## src/rtl/result_str_pkg.sv

```systemverilog
// Shared definitions for the result streaming path: cfg register map and
// small sizing helpers used by the serializer.
package result_str_pkg;

    localparam int CFG_KER_WR = 0;
    localparam int CFG_KER_RD = 1;
    localparam int CFG_RES_WR = 2;

    // Counter width for a given number of beats; never narrower than 1 bit.
    function automatic int beat_width(input int ratio);
        return (ratio > 1) ? $clog2(ratio) : 1;
    endfunction

endpackage

```

## src/rtl/result_str_res_serializer.sv

```systemverilog
// Wide-to-narrow shift register: emits a captured word as IN_WIDTH/OUT_WIDTH
// beats, least-significant slice first, with last passed through on the final beat.
module res_serializer
    import result_str_pkg::*;
#(
    parameter int IN_WIDTH  = 256,
    parameter int OUT_WIDTH = 64
) (
    input  logic                 clk,
    input  logic                 rst,
    input  logic [IN_WIDTH-1:0]  in_data,
    input  logic                 in_fire,
    input  logic                 out_val,
    input  logic                 out_rdy,
    input  logic                 last_word,
    output logic [OUT_WIDTH-1:0] out_data,
    output logic                 out_last,
    output logic                 final_beat
);

    localparam int RATIO = IN_WIDTH / OUT_WIDTH;
    localparam int BW    = beat_width(RATIO);
    localparam logic [BW-1:0] LAST_BEAT = BW'(RATIO - 1);

    logic [IN_WIDTH-1:0] shift_reg;
    logic [BW-1:0]       beat_cnt_reg;
    logic                out_fire;

    assign out_fire   = out_val && out_rdy;
    assign final_beat = (beat_cnt_reg == LAST_BEAT);
    assign out_data   = shift_reg[OUT_WIDTH-1:0];
    assign out_last   = out_val && final_beat && last_word;

    // A capture on the final beat takes priority over the shift so the next
    // word follows without a bubble.
    always_ff @(posedge clk) begin
        if (!rst) begin
            shift_reg    <= '0;
            beat_cnt_reg <= '0;
        end else if (in_fire) begin
            shift_reg    <= in_data;
            beat_cnt_reg <= '0;
        end else if (out_fire) begin
            shift_reg    <= shift_reg >> OUT_WIDTH;
            beat_cnt_reg <= final_beat ? '0 : beat_cnt_reg + 1'b1;
        end
    end

endmodule

```

## src/rtl/result_str.sv

```systemverilog
// Result streamer: cfg-programmed word count, FSM and word counter around a
// wide-to-narrow serializer feeding the outbound result stream.
module result_str
    import result_str_pkg::*;
#(
    parameter int CFG_DWIDTH    = 32,
    parameter int CFG_AWIDTH    = 5,
    parameter int STR_RES_WIDTH = 64,
    parameter int GROUP_NB      = 4,
    parameter int RES_WIDTH     = 32,
    parameter int LANE_NB       = 2,
    parameter int CNT_WIDTH     = 16
) (
    input  logic                                   clk,
    input  logic                                   rst,
    input  logic [CFG_DWIDTH-1:0]                  cfg_data,
    input  logic [CFG_AWIDTH-1:0]                  cfg_addr,
    input  logic                                   cfg_valid,
    input  logic [GROUP_NB*RES_WIDTH*LANE_NB-1:0]  res_bus,
    input  logic                                   res_val,
    output logic                                   res_rdy,
    output logic [STR_RES_WIDTH-1:0]               str_res,
    output logic                                   str_res_val,
    output logic                                   str_res_last,
    input  logic                                   str_res_rdy,
    output logic                                   busy
);

    localparam int RES_BUS = GROUP_NB * RES_WIDTH * LANE_NB;
    localparam int RATIO   = RES_BUS / STR_RES_WIDTH;

    generate
        if ((RES_BUS % STR_RES_WIDTH) != 0 || RATIO < 1) begin : g_bad_ratio
            $error("result_str: RES_BUS must be a positive multiple of STR_RES_WIDTH");
        end
        if (CNT_WIDTH > CFG_DWIDTH) begin : g_bad_cnt
            $error("result_str: CNT_WIDTH must not exceed CFG_DWIDTH");
        end
        if (CNT_WIDTH < CFG_DWIDTH) begin : g_cfg_upper
            logic cfg_upper_unused;
            assign cfg_upper_unused = ^cfg_data[CFG_DWIDTH-1:CNT_WIDTH];
        end
    endgenerate

    typedef enum logic [1:0] {
        IDLE  = 2'd0,
        LOAD  = 2'd1,
        SHIFT = 2'd2
    } state_t;

    state_t               state_reg, state_next;
    logic [CNT_WIDTH-1:0] word_cnt_reg, word_cnt_next;
    logic [CNT_WIDTH-1:0] word_end_reg, word_end_next;
    logic                 cfg_wr;
    logic                 last_word;
    logic                 final_beat;
    logic                 beat_fire;
    logic                 res_fire;

    assign cfg_wr      = cfg_valid && (cfg_addr == CFG_AWIDTH'(CFG_RES_WR));
    assign last_word   = (word_cnt_reg == word_end_reg);
    assign str_res_val = (state_reg == SHIFT);
    assign beat_fire   = str_res_val && str_res_rdy;
    assign res_fire    = res_rdy && res_val;
    assign busy        = (state_reg != IDLE);

    always_comb begin
        state_next    = state_reg;
        word_cnt_next = word_cnt_reg;
        word_end_next = word_end_reg;
        res_rdy       = 1'b0;
        case (state_reg)
            IDLE: begin
                if (cfg_wr) begin
                    word_end_next = cfg_data[CNT_WIDTH-1:0];
                    word_cnt_next = '0;
                    state_next    = LOAD;
                end
            end
            LOAD: begin
                res_rdy = 1'b1;
                if (res_val) begin
                    state_next = SHIFT;
                end
            end
            SHIFT: begin
                // Final beat of a non-final word reopens the input in the same cycle.
                if (beat_fire && final_beat) begin
                    if (last_word) begin
                        state_next = IDLE;
                    end else begin
                        res_rdy       = 1'b1;
                        word_cnt_next = word_cnt_reg + 1'b1;
                        state_next    = res_val ? SHIFT : LOAD;
                    end
                end
            end
            default: state_next = IDLE;
        endcase
    end

    always_ff @(posedge clk) begin
        if (!rst) begin
            state_reg    <= IDLE;
            word_cnt_reg <= '0;
            word_end_reg <= '0;
        end else begin
            state_reg    <= state_next;
            word_cnt_reg <= word_cnt_next;
            word_end_reg <= word_end_next;
        end
    end

    res_serializer #(
        .IN_WIDTH  (RES_BUS),
        .OUT_WIDTH (STR_RES_WIDTH)
    ) u_serializer (
        .clk        (clk),
        .rst        (rst),
        .in_data    (res_bus),
        .in_fire    (res_fire),
        .out_val    (str_res_val),
        .out_rdy    (str_res_rdy),
        .last_word  (last_word),
        .out_data   (str_res),
        .out_last   (str_res_last),
        .final_beat (final_beat)
    );

endmodule

```

## config.mk

```make
export PLATFORM = sky130hd
export DESIGN_NAME = result_str
export DESIGN_NICKNAME = d
export VERILOG_FILES = /design/src/rtl/result_str_pkg.sv /design/src/rtl/result_str_res_serializer.sv /design/src/rtl/result_str.sv
export SDC_FILE = /design/constraint.sdc
export NUM_CORES = 1
export LEC_CHECK = 0
export CAP_MARGIN = 20
export CORE_AREA = 5 5 190 156
export DETAILED_ROUTE_END_ITERATION = 7
export DIE_AREA = 0 0 195 161
export PLACE_DENSITY = 0.78
export SYNTH_ARGS = -nofsm -noshare
export SYNTH_HDL_FRONTEND = slang
export SYNTH_HIERARCHICAL = 1
export SYNTH_SLANG_ARGS = --single-unit
```

## constraint.sdc

```tcl
create_clock -name clk -period 2.91 [get_ports clk]
set_input_delay 0.582 -clock clk [delete_from_list [all_inputs] [get_ports clk]]
set_output_delay 0.582 -clock clk [all_outputs]
set_load 0.01 [all_outputs]
```

; Yosys cells after proc, flatten, opt, wreduce, memory -nomap -nowiden
; Index checks and enable logic that the tools add are counted.
[word_totals]
regBits = 292
output_inout_bits = 68
[op_classes]
n_mux = 16
addsub = 2
n_reduce_logical = 14
eq_ne = 9
bitwise = 1
[op_table]
columns = op, count
row1 = $mux 256, 2
row2 = $mux 16, 3
row3 = $pmux 16 s2, 1
row4 = $add 16x1->16 const B, 1
row5 = $eq 16x16->1, 1
row6 = $mux 2, 6
row7 = $ne 2x2->1 const B, 4
row8 = $logic_and 1x1->1, 6
row9 = $pmux 2 s3, 1
row10 = $reduce_bool 2->1, 3
row11 = $eq 5x2->1 const B, 1
row12 = $eq 2x2->1 const B, 2
row13 = $reduce_and 4->1, 1
row14 = $reduce_and 3->1, 1
row15 = $add 2x1->2 const B, 1
row16 = $eq 2x1->1 const B, 1
row17 = $logic_not 2->1, 1
row18 = $mux 1, 2
row19 = $pmux 1 s2, 1
row20 = $reduce_and 2->1, 1
row21 = $reduce_or 2->1, 1
row22 = $not 1->1, 1

; Depth between registers and ports, before layout
; Gate-level depths: netlist (run 1).
[depth]
word_depth = 7
ltp_mapped = 13
ltp_nobuf = 9

; By module
; The synthesis (run 1) kept the hierarchy.
[modules_own_cells]
columns = module, area_each_um2, instances, cells_per_inst
row1 = res_serializer, 11015.6, 1, 1428
row2 = result_str, 1976.9, 1, 213

; Worst setup path before layout (run 1)
; No wires, ideal clock.
[synth_path]
kind = register -> register
startpoint = reg word_cnt_reg[10]
endpoint = reg u_serializer.shift_reg[182]
setup_time_ns = 0.125
required_ns = 2.785
stages_incl_launch_ff = 13
arrival_ns = 2.280
synth_period_minus_slack_ns = 2.406
setup_slack_ns = 0.504
n_path_buf = 4
path_cell_list = dfxtp_1 > clkbuf_1 > xor2_1 > nor4_2 > nand4_2 > inv_2 > nor2_1 > o211a_1 > inv_2 > buf_4 > buf_2 > buf_2 > a31oi_1
[synth_between]
elab_chain_cells = 6
[synth_rtl]
columns = item, line
row1 = "start, declared", result_str.sv:52  ; logic [CNT_WIDTH-1:0] word_cnt_reg, word_cnt_next;
row2 = "start signal, assigned", result_str.sv:109  ; word_cnt_reg <= word_cnt_next;
row3 = $eq 16x16->1 *, result_str.sv:61  ; assign last_word = (word_cnt_reg == word_end_reg);
row4 = net last_word, result_str.sv:55  ; logic last_word;
row5 = $mux 1 *, result_str.sv:89  ; if (last_word) begin
row6 = $mux 1 *, result_str.sv:88  ; if (beat_fire && final_beat) begin
row7 = $pmux 1 s2 *, result_str.sv:72  ; case (state_reg)
row8 = $logic_and 1x1->1 *, result_str.sv:64  ; assign res_fire = res_rdy && res_val;
row9 = net res_fire, result_str.sv:58  ; logic res_fire;
row10 = $mux 256 or $reduce_bool 2->1 (tied branches), -
row11 = "end signal, assigned", result_str_res_serializer.sv:41  ; shift_reg <= in_data;
row12 = "end signal, assigned", result_str_res_serializer.sv:44  ; shift_reg <= shift_reg >> OUT_WIDTH;
row13 = "end, declared", result_str_res_serializer.sv:25  ; logic [IN_WIDTH-1:0] shift_reg;
; Mark *: on every way through the listed nets, which the timed path passes. The rest lies on a longest branch.
; A chain may end at the register's enable or synchronous reset.

; Worst setup path after layout (run 1)
[layout_path]
startpoint = reg word_cnt_reg[2]
endpoint = out res_rdy
[layout_between]
elab_chain_cells = 4
[layout_rtl]
columns = item, line
row1 = $eq 16x16->1, result_str.sv:61
row2 = net last_word, result_str.sv:55
row3 = $mux 1, result_str.sv:89
row4 = $mux 1, result_str.sv:88
row5 = $pmux 1 s2, result_str.sv:72
row6 = "end, declared", result_str.sv:21  ; output logic res_rdy,
; The timed path passes the listed nets, and every way through them passes these cells.

==> results of run 1 <==
[stage by stage]
step                      setup WS (ns)  total power, W  std cells
after global placement            0.244         0.00828       2184
final                             0.170          0.0124       2242
after detailed placement          0.214         0.00837       2184
after CTS                        0.0884          0.0124       2238
after floorplan                   0.504         0.00724       1641
after global routing             0.0410          0.0130       2242
[layout make-up]
cell class / count / area, um2 / share of cell area, %
repair buffers: 382 / 3930 / 22.7
flip-flops and latches: 292 / 5860 / 33.9
inverters: 6 / 32.5 / 0.188
clock inverters: 14 / 184 / 1.06
clock buffers: 39 / 866 / 5.01
multi-input cells: 1136 / 5950 / 34.4
well taps: 370 / 463 / 2.68
diodes: 3 / 7.51 / 0.0434
[worst max-delay path, cell delays in order, from the launching register on]
cell and delay (ns):
dfxtp_4 0.37, xor2_1 0.15, nor4_2 0.31, nand4_2 0.18, inv_4 0.11, nor2_1 0.07, o21a_1 0.16, clkdlybuf4s15_1 0.25
[cells by family (layout without fill, tap and decap cells)]
kind of cell / Yosys count / count (layout) / share of synthesized area, %
flip-flops: 292 / 292 / 45.0
adder cells (fa/ha/maj): 6 / 6 / 0.578
other: 0 / 3 / 0
XOR/XNOR: 16 / 16 / 1.08
buffers and inverters: 213 / 441 / 9.49
AO/OA/AOI/OAI: 483 / 483 / 22.7
AND/OR/NAND/NOR: 613 / 613 / 19.8
multiplexers: 18 / 18 / 1.40
[synth_stat cells (all sizes together), types with 4 or more instances]
library cell,n
or3,4
nand4,4
mux2i,17
nor2,13
and3,9
a31oi,194
nor3,6
buf,154
a221o,6
nand2,472
a21oi,6
inv,6
nor2b,17
ha,6
xor2,16
o21ai,194
dfxtp,292
nand3,71
nor4,7
a21boi,65
clkbuf,53
[power by group through the flow]
stage	registers [W]	clock network (W)	logic (W)
floorplan	0.00505	0	0.00219
global placement	0.00513	0	0.00315
detailed placement	0.00516	0	0.00322
CTS	0.00508	0.00413	0.00324
global route	0.00516	0.00431	0.00355
finish	0.00508	0.00405	0.00323
[worst max-delay path by stage]
stage,depth (start not counted),slack (ns),to,startpoint
global route,7,0.04,res_rdy,word_cnt_reg[2]
detailed placement,10,0.21,u_serializer/shift_reg[18],word_cnt_reg[3]
floorplan,12,0.50,u_serializer/shift_reg[182],word_cnt_reg[10]
finish,7,0.17,res_rdy,word_cnt_reg[2]
global placement,5,0.24,word_cnt_reg[15],cfg_addr[0]
CTS,7,0.09,res_rdy,word_cnt_reg[11]
[metal layers]
layer / vias up / track usage (%) / wire (um)
met5: - / 0 / 0
met3: 79 / 4.38 / 2370
met1: 5712 / 30.4 / 16300
met2: 386 / 35.8 / 17500
met4: 0 / 7.33 / 1270
li1: 6038 / - / -
[what timing repair did]
| item | CTS | global route |
|---|---|---|
| buffers inserted | 1 | 1 |
| endpoints found under the setup margin | 2 | 1 |
| gates resized for setup | 9 | 10 |
| pin swaps | 0 | 3 |
==> impl_metrics.toml, run 1 <==
[synth]
ys_ff_latch = 292
synth.net_count = 1945
synth-edff-count = 0
synthArstFlopShare_pct = 0
syn_area_um2 = 13000
synth.top_cells.by_area = "dfxtp_1, nand2_1, a31oi_1, o21ai_0, buf_4"
synth_top_cell_by_area = "dfxtp_1"
syn_inst = 1641
ys.flop_type = "dfxtp_1"
avgSynthCellArea_um2 = 7.92
ys_types = 59
seq_area_frac_synth_pct = 45.0
yosys_warnings = 6
synth_top_area_share_pct = 45.0

[global_routing]
grt_pass1_wl_um = 59700
grt_max_degree = 162
antenna_found_initial = 3
track_usage_pct = 22.3
overflow = 0
first_global_vias = 11600

[pwr]
power.leakage_nw = 6.07
p_seq_share_pct = 41.1
vdd_drop_max_v = 0.000512
power_density_nw_per_um2 = 715
power.switching_w = 0.00376
intPower_w = 0.00860
clkPwrFrac_pct = 32.8
p_sw_share_pct = 30.4
combPwrFrac_pct = 26.1

[sta]
timing.hold.ws_ns = 0.348
fin_crit_ns = 2.74
fin_skew_ns = 0.0172
worst_pin_slew_ns = 0.870
finalMaxSlewViolations = 0
relSlewSlack_pct = 42.0
setup_violations = 0
hold_viol = 0
timing.fmax_mhz = 365
tns_ns = 0
min_period_over_period_pct = 94.2
rsz0062_at_grt = "no"

[die]
die_x_um = 195
floorplan.initialDensity_pct = 47.0
fp.dieH_um = 161
core_area_um2 = 27700
std_cell_rows = 55
io_pins = 366
die_area_um2 = 31400

[setup_path]
r2r.worst_path.cells = 10
critical_path_class = "reg2out"
r2r-end = "u_serializer/shift_reg[127]"
worstPathArrival_ns = 2.16
crit_fanout = 7
critPathCaptureType = "output port"
required_ns = 2.33
r2r_setup_slack_ns = 0.43
cp-start-kind = "flop"
r2r_start = "word_cnt_reg[2]"

[finish]
syn2layout_area_growth_pct = 33.1
nNetsFinal = 2152
design_area_um2 = 17300
final_cell_mix = "nand2_1, clkdlybuf4s50_1, dfxtp_1"
nFillCells = 2389
largest_reg_flops = 256
drive_gt1_share_pct = 6.74
final_util_pct = 62.5
final_common_cell = "nand2_1"

[routing]
viasPerCell = 5.45
dr.pass1.iters = 7
wl_um = 37500
post-route-drc-count = 0
final_antenna_net_count = 0
vias = 12200
wl_per_cell_um = 16.7
drt-initial-drc-count = 853

[clock_network]
clk_latency_ns = 0.55
cts_tree = "built"
cts_buffers = 30
root_buffer = "clkbuf_16"
cts_htree_levels = 1
cts_sinks = 292
clkTransAtPathRegs_ns = 0.07
ctsHoldBuffers = 0
clockBufferDepth = 3

[placement]
port-buffer-count = 349
routabilityCongestion = 0.860
place_area_um2 = 16200
dp_hpwl_um = 25600

[worst_hold_path]
min_path_type = "in2reg"
min_path_cells = 3
hold_end = "u_serializer/beat_cnt_reg[0]"
worstHoldStart = "rst"

[run_status]
status = "completed"

[flow_run]
maxCapViolations = 0
Note: power is estimated with default switching activity, not from simulation.
==> inputs of run 2 (changes only) <==
--- a/config.mk
+++ b/config.mk
@@ -5,6 +5,7 @@
 export SDC_FILE = /design/constraint.sdc
 export NUM_CORES = 1
 export LEC_CHECK = 0
+export ABC_CLOCK_PERIOD_IN_PS = 2910
 export CAP_MARGIN = 20
 export CORE_AREA = 5 5 190 156
 export DETAILED_ROUTE_END_ITERATION = 7
==> results of run 2 <==
The final DEF is identical to that of run 1; final timing and power are the same.
